File: src/rtl/instr_pkg.sv
// Shared MIPS instruction field definitions for the decode queue slice.
package instr_pkg;

   localparam int INSTR_W = 32;
   localparam int OP_W    = 6;
   localparam int REG_W   = 5;
   localparam int FUNCT_W = 6;
   localparam int IMM_W   = 16;
   localparam int ADDR_W  = 26;

   localparam logic [OP_W-1:0]    OP_RTYPE  = 6'h00;
   localparam logic [INSTR_W-1:0] INSTR_NOP = 32'h0;

   typedef struct packed {
      logic [OP_W-1:0]    opcode;
      logic [REG_W-1:0]   rs;
      logic [REG_W-1:0]   rt;
      logic [REG_W-1:0]   rd;
      logic [REG_W-1:0]   shamt;
      logic [FUNCT_W-1:0] funct;
      logic [IMM_W-1:0]   immediate;
      logic [ADDR_W-1:0]  address;
   } instr_fields_t;

endpackage

File: src/rtl/instr_split.sv
// Combinational split of a 32-bit MIPS word into its fields and extended immediates.
module instr_split
   import instr_pkg::*;
(
   input  logic [INSTR_W-1:0] word,
   output instr_fields_t      fields,
   output logic [31:0]        imm_sext,
   output logic [31:0]        imm_zext
);

   always_comb begin
      fields.opcode    = word[31:26];
      fields.rs        = word[25:21];
      fields.rt        = word[20:16];
      fields.rd        = word[15:11];
      fields.shamt     = word[10:6];
      fields.funct     = word[5:0];
      fields.immediate = word[15:0];
      fields.address   = word[25:0];
      imm_sext         = {{(32-IMM_W){word[15]}}, word[15:0]};
      imm_zext         = {{(32-IMM_W){1'b0}}, word[15:0]};
   end

endmodule

File: src/rtl/instr_decode_queue.sv
// Circular instruction/PC buffer presenting a pre-decoded head entry.
// Optional same-cycle pass-through when empty: define IDQ_BYPASS_EN.
module instr_decode_queue
   import instr_pkg::*;
#(
   parameter int DEPTH = 4,
   parameter int PC_W  = 32
) (
   input  logic                      clk,
   input  logic                      reset,
   input  logic                      flush,
   input  logic                      in_valid,
   output logic                      in_ready,
   input  logic [31:0]               in_instr,
   input  logic [PC_W-1:0]           in_pc,
   output logic                      out_valid,
   input  logic                      out_ready,
   output logic [PC_W-1:0]           out_pc,
   output logic [5:0]                opcode,
   output logic [4:0]                rs,
   output logic [4:0]                rt,
   output logic [4:0]                rd,
   output logic [4:0]                shamt,
   output logic [5:0]                funct,
   output logic [15:0]               immediate,
   output logic [25:0]               address,
   output logic [31:0]               imm_sext,
   output logic [31:0]               imm_zext,
   output logic                      is_rtype,
   output logic [$clog2(DEPTH):0]    count
);

   localparam int PW = $clog2(DEPTH);
   localparam int CW = PW + 1;
   localparam logic [CW-1:0] FULL = CW'(DEPTH);

   typedef struct packed {
      logic [INSTR_W-1:0] instr;
      logic [PC_W-1:0]    pc;
   } entry_t;

   entry_t          mem [DEPTH];
   logic [PW-1:0]   wr_ptr;
   logic [PW-1:0]   rd_ptr;
   logic [CW-1:0]   cnt;

   logic            empty;
   logic            byp;
   logic            push;
   logic            pop;
   logic            wr_en;
   logic            rd_en;
   logic [31:0]     sel_word;
   logic [PC_W-1:0] sel_pc;
   instr_fields_t   fields;

   assign empty = (cnt == '0);

`ifdef IDQ_BYPASS_EN
   assign byp = empty & in_valid & ~flush;
`else
   assign byp = 1'b0;
`endif

   assign in_ready  = (cnt != FULL);
   assign out_valid = ~flush & (~empty | byp);
   assign push      = in_valid & in_ready;
   assign pop       = out_valid & out_ready;

   // A bypassed word consumed this cycle never touches storage.
   assign wr_en = push & ~(byp & out_ready);
   assign rd_en = pop & ~byp;

   always_comb begin
      sel_word = INSTR_NOP;
      sel_pc   = '0;
      if (out_valid) begin
         if (byp) begin
            sel_word = in_instr;
            sel_pc   = in_pc;
         end else begin
            sel_word = mem[rd_ptr].instr;
            sel_pc   = mem[rd_ptr].pc;
         end
      end
   end

   always_ff @(posedge clk) begin
      if (reset || flush) begin
         wr_ptr <= '0;
         rd_ptr <= '0;
         cnt    <= '0;
      end else begin
         if (wr_en) wr_ptr <= wr_ptr + 1'b1;
         if (rd_en) rd_ptr <= rd_ptr + 1'b1;
         case ({wr_en, rd_en})
            2'b10:   cnt <= cnt + 1'b1;
            2'b01:   cnt <= cnt - 1'b1;
            default: cnt <= cnt;
         endcase
      end
   end

   always_ff @(posedge clk) begin
      if (wr_en && !flush && !reset) begin
         mem[wr_ptr] <= '{instr: in_instr, pc: in_pc};
      end
   end

   instr_split u_split (
      .word     (sel_word),
      .fields   (fields),
      .imm_sext (imm_sext),
      .imm_zext (imm_zext)
   );

   assign out_pc    = sel_pc;
   assign opcode    = fields.opcode;
   assign rs        = fields.rs;
   assign rt        = fields.rt;
   assign rd        = fields.rd;
   assign shamt     = fields.shamt;
   assign funct     = fields.funct;
   assign immediate = fields.immediate;
   assign address   = fields.address;
   assign is_rtype  = out_valid & (fields.opcode == OP_RTYPE);
   assign count     = cnt;

endmodule

File: config.mk
export PLATFORM = sky130hd
export DESIGN_NAME = instr_decode_queue
export DESIGN_NICKNAME = d
export VERILOG_FILES = /design/src/rtl/instr_pkg.sv /design/src/rtl/instr_split.sv /design/src/rtl/instr_decode_queue.sv
export SDC_FILE = /design/constraint.sdc
export NUM_CORES = 1
export LEC_CHECK = 0
export ABC_AREA = 1
export BUFFER_PORTS_ARGS = -buffer_cell sky130_fd_sc_hd__buf_2
export CAP_MARGIN = 20
export CORE_ASPECT_RATIO = 0.7
export CORE_UTILIZATION = 49
export CTS_BUF_LIST = sky130_fd_sc_hd__clkbuf_16
export CTS_CLUSTER_SIZE = 10
export DETAILED_ROUTE_END_ITERATION = 12
export GPL_TIMING_DRIVEN = 0
export MAX_ROUTING_LAYER = met4
export PLACE_DENSITY_LB_ADDON = 0.08
export SLEW_MARGIN = 25
export SYNTH_ARGS = -nofsm -noshare
export SYNTH_HDL_FRONTEND = slang
export SYNTH_HIERARCHICAL = 1
export SYNTH_SLANG_ARGS = --single-unit
File: constraint.sdc
create_clock -name clk -period 4.5 [get_ports clk]
set_clock_uncertainty 0.15 [all_clocks]
set_input_delay 1.125 -clock clk [delete_from_list [all_inputs] [get_ports clk]]
set_output_delay 1.125 -clock clk [all_outputs]
set_load 0.01 [all_outputs]
==> results.yml, run 1 <==
run_status:
  status: "complete, no violations"
pwr:
  seq_power_share: 0.523
  p_clk_frac: 0.408
  power_per_cell_area_mw_per_mm2: 366.5
  p_total_mw: 5.238
  p_leak_nw: 6.037
  comb_power_share: 0.069
  peakVddDrop_mv: 0.2999
  switching_power_mw: 1.105
  sw_frac_of_total: 0.2109
  p_int_mw: 4.133
synth:
  syn_area_mm2: 0.01148
  postSynthCellCount: 970
  avgSynthCellArea_um2: 11.83
  seq_area_frac_synth: 0.6853
  synth_warnings: 6
  ys_ff_latch: 265
  synthDistinctLibCells: 20
placement:
  dp_cells: 1538
  place_congestion: 0.7906
  dp.final_hpwl_um: 17160
  io_buffer_count: 228
  pre_cts_slack_ps: 355.1
flow_run:
  maxCapViolCount: 0
hold_path:
  hold_end: "wr_ptr[1]"
  hold_depth: 2
  hold_start: "wr_ptr[1]"
  hp-class: "reg2reg"
cells_and_area:
  postLayoutCoreUtil: 0.6270
  drive_gt1_frac: 0.3533
  post_layout_nonfiller_instances: 1585
  fin_nets: 1333
  syn_to_final_growth_pct: 24.48
sta:
  slew_headroom: 0.4248
  finalHoldViolations: 0
  fin_crit_ps: 4145
  tightestPinTransition_ps: 862.8
  report.final.slew_viol_count: 0
  fin_ws_ps: 354.6
  max_freq_mhz: 241.2
  setup_viol: 0
  tns_ps: 0
  post-route-period-util: 0.9212
  grt_setup_unrepaired: "no"
clock_network:
  ctsResizeCount: 0
  cts_root_buf: "clkbuf_16"
  htreeDepth: 1
  cts_buffers: 30
  cts_sinks: 265
  ctsHoldBuffers: 0
  cts_tree: "built"
  clkSlewWorstSetupHoldPaths_ps: 50
  cts_setup_buffers: 0
  cts.path.max_buffers: 3
  insertion_delay_ps: 540
setup_path:
  timing.rr.start: "count[1]"
  end_kind: "output port"
  critical_path_peak_fanout: 21
  ff2ff_path_depth: 6
  cp.required_ps: 3220
  r2r_slack_ps: 2180
  crit_arrival_ps: 2870
  path_class: "in2out"
  cp-start-kind: "primary input"
  worstReg2RegEnd: "mem[3][62]"
die:
  core_mm2: 0.02279
  dieArea_mm2: 0.02405
  fp.dieW_um: 184.9
  ioPinCount: 245
  start_util: 0.5037
  fp-row-count: 46
  die_h_um: 130.1
global_route:
  grt_pass1_vias: 6903
  grt_max_degree: 22
  gr-usage-all-layers: 0.2227
  grt_overflow: 0
  antenna_found_initial: 5
  grt_pass1_wl_um: 38890
routing:
  dr.pass1.iters: 6
  routed_wl_um: 26000
  detail-route-antenna-nets: 0
  post_drt_wl_per_cell_um: 16.40
  drt_iter0_markers: 611
  via_per_inst: 4.783
  drcViolationCount: 0
  vias: 7581
-- state kept, by name (all words and copies together) (netlist names), named ones only --
register	count
wr_ptr	2
count	3
rd_ptr	2
mem	256
-- synthesized netlist by cell type (all sizes together) --
cell,number,area (um^2)
buf,172,1289
clkbuf,14,52.55
edfxtp,256,7687
nand2,14,52.55
nand3,6,30.03
conb,1,3.750
nand4,1,6.260
xor2,1,8.760
dfxtp,9,180.2
o21ai,130,650.6
a21oi,68,340.3
fa,1,20.02
nor2,272,1021
inv,20,75.07
ha,5,62.56
-- final cells by class --
type                            instances  area (um^2)
Sequential cell                       265         7868
Antenna cell                            5        12.51
Buffer                                186         1341
Inverter                               20        75.07
Fill cell                            1826         8502
Tap cell                              312        390.4
Clock inverter                         12        97.59
Clock buffer                           30        750.7
Multi-Input combinational cell        514         2286
Timing Repair Buffer                  241         1469
-- per-layer routing --
layer,track usage,share of wire,up-vias
li1,-,-,3770
met4,0.04959,0.015,0
met2,0.3465,0.46,244
met1,0.3078,0.46,3532
met3,0.03991,0.063,35
met5,-,0,-
-- worst max path at each step --
stage               startpoint            to  slack [ps]  depth (start not counted)
finish                   flush  imm_sext[21]         350                          8
global route          register  imm_sext[20]         130                          7
CTS                   register   address[15]         320                          7
detailed placement       flush  imm_sext[17]         360                          8
global placement         flush    mem[1][56]       -3020                          4
floorplan                flush     mem[0][0]        -350                          3
-- cell usage in the layout, fill, tap and decap left out, drive strengths merged --
cell and instances:
buf 413, nor2 272, edfxtp 256, o21ai 130, a21oi 68, clkbuf 44, inv 30, conb 16
nand2 14, dfxtp 9, nand3 6, diode 5, ha 5, nand4 1, xor2 1, fa 1
clkinv 1, bufinv 1
-- worst max-delay path, stage by stage --
cell     delay (ps)
buf_2           100
inv_1            80
nand2_1         110
buf_4           210
buf_2           220
a21oi_2         660
buf_4           220
buf_2           130
-- power groups by stage --
| stage | registers (mW) | logic, mW | clock network [mW] |
|---|---|---|---|
| floorplan | 2.79 | 0.202 | 0 |
| global placement | 2.80 | 0.346 | 0 |
| detailed placement | 2.79 | 0.363 | 0 |
| CTS | 2.74 | 0.365 | 2.17 |
| global route | 2.74 | 0.403 | 2.27 |
| finish | 2.74 | 0.362 | 2.14 |
-- logic make-up (layout without fill, tap and decap cells) --
family          Yosys count  in the layout  share of synthesized area
simple gates            293            293                    0.09668
flops                   265            265                     0.6853
buf+inv                 206            489                     0.1234
compound gates          198            198                    0.08632
fa+ha+maj                 6              6                   0.007194
other cells               1             21                  0.0003267
xor+xnor                  1              1                  0.0007631
-- metrics by stage --
| step | hold slack, ps | instance area [um^2] |
|---|---|---|
| detailed placement | 344.1 | 13430 |
| global route | 392.7 | 14290 |
| CTS | 352.9 | 14280 |
| finish | 347.9 | 14290 |
| floorplan | 322.7 | 11540 |
| global placement | 346.3 | 13070 |
(Power assumes the default switching activity.)
==> run 2: changes to the inputs <==
- CTS_BUF_LIST: sky130_fd_sc_hd__clkbuf_16 -> not set
- CTS_CLUSTER_DIAMETER: not set -> 50
==> results.yml, run 2 (synthesis gave the netlist of run 1 again) <==
die:
  fp-row-count: 46
  die_h_um: 130.1
  core_mm2: 0.02279
  start_util: 0.5037
  dieArea_mm2: 0.02405
  fp.dieW_um: 184.9
  ioPinCount: 245
cells_and_area:
  layout_common_cells: "268 x nor2_1, 256 x edfxtp_1, 241 x buf_2, 143 x buf_4, 120 x o21ai_0"
  top_register: "mem"
  syn_to_final_growth_pct: 24.20
  drive_gt1_frac: 0.3530
  largest_reg_flops: 256
  final_area_mm2: 0.01426
  fin_nets: 1333
  final_common_cell: "nor2_1"
  fillCellCount: 1830
global_route:
  grt_pass1_vias: 6915
  gr-usage-all-layers: 0.2218
  antenna_found_initial: 5
  grt_max_degree: 22
  grt_pass1_wl_um: 38810
  grt_overflow: 0
sta:
  post-route-period-util: 0.9217
  slew_headroom: 0.4253
  fin_ws_ps: 352.6
  max_freq_mhz: 241.1
  fin_crit_ps: 4147
  report.final.slew_viol_count: 0
  setup_viol: 0
  tightestPinTransition_ps: 862.0
  grt_setup_unrepaired: "no"
  finalHoldViolations: 0
run_status:
  status: "complete, no violations"
placement:
  pre_cts_slack_ps: 355.1
  dp.final_hpwl_um: 17160
  place_congestion: 0.7906
  io_buffer_count: 228
  place_area_mm2: 0.01343
routing:
  via_per_inst: 4.778
  drcViolationCount: 0
  detail-route-antenna-nets: 0
  routed_wl_um: 25930
  dr.pass1.iters: 5
  vias: 7583
  drt_iter0_markers: 538
  post_drt_wl_per_cell_um: 16.34
flow_run:
  maxCapViolCount: 0
clock_network:
  cts_sinks: 265
  cts_tree: "built"
  cts_root_buf: "clkbuf_16"
  cts.path.max_buffers: 3
  cts_setup_buffers: 0
  cts_buffers: 30
  ctsHoldBuffers: 0
  htreeDepth: 1
  ctsResizeCount: 0
  clkSlewWorstSetupHoldPaths_ps: 60
  insertion_delay_ps: 540
setup_path:
  critPathMostFrequentCell: "buf_2"
  cp_slowest_stage_delay_ps: 660
  crit_chain: "buf_2 > inv_1 > nand2_1 > buf_4 > buf_2 > a21oi_2 > buf_4 > buf_2"
  timing.rr.start: "count[1]"
  cp.required_ps: 3220
  critPathTopFamily: "buffers and inverters"
  path_class: "in2out"
  end_kind: "output port"
  crit_buf_inv: 6
  startpoint: "flush"
  slowest_stage: "a21oi_2"
  cp-start-kind: "primary input"
  crit_arrival_ps: 2870
  critical_path_peak_fanout: 21
pwr:
  p_leak_nw: 5.983
  peakVddDrop_mv: 0.3013
  power_per_cell_area_mw_per_mm2: 363.5
hold_path:
  hp-class: "reg2reg"
  hold_start: "wr_ptr[1]"
## run 2: where the power goes
| group | total (mW) | switching [mW] | internal (mW) |
|---|---|---|---|
| logic | 0.361 | 0.201 | 0.160 |
| registers | 2.74 | 0.00687 | 2.73 |
| clock network | 2.08 | 0.879 | 1.20 |
| total | 5.18 | 1.09 | 4.09 |
## run 2: stage by stage
| step | cells | setup TNS, ps | hold slack [ps] | power [mW] | util |
|---|---|---|---|---|---|
| 2_1_floorplan | 985 | -90460 | 322.7 | 2.996 | - |
| 4_1_cts | 1581 | 0 | 353.7 | 5.220 | 0.6249 |
| 6_report | 1587 | 0 | 351.0 | 5.182 | 0.6255 |
| 5_1_grt | 1586 | 0 | 393.2 | 5.352 | 0.6254 |
| 3_5_place_dp | 1538 | 0 | 344.1 | 3.154 | 0.5892 |
| 3_3_place_gp | 1525 | -742670 | 346.3 | 3.141 | 0.5733 |
## run 2: worst paths after layout
check             slack [ps]  depth (start not counted)            to
setup / recovery         350                          8  imm_sext[21]
hold / removal           350                          2     wr_ptr[1]
setup reg to reg        2170                          6    mem[3][62]
hold reg to reg          350                          2     wr_ptr[1]
## run 2: final cells by class
cell class	count	area (um^2)	area share
Buffer	186	1341	0.09408
Inverter	20	75.07	0.005265
Multi-Input combinational cell	514	2286	0.1603
Clock inverter	3	25.02	0.001755
Sequential cell	265	7868	0.5518
Timing Repair Buffer	241	1469	0.1030
Clock buffer	40	788.3	0.05529
Antenna cell	6	15.01	0.001053
Tap cell	312	390.4	0.02738
## run 2: metal layers
metal  up-vias  wire (um)  track usage
li1       3772          -            -
met1      3506      11960       0.3053
met2       271      11790       0.3479
met3        34       1838      0.04047
met4         0        339      0.04521
met5         -          0            -
## run 2: worst reg2reg max path: stages, from the launching register on
cell     delay (ps)
dfxtp_1         370
nor2_1           80
nand2_1         140
nand3_1         330
nor2_4          540
buf_12          260
buf_16          180
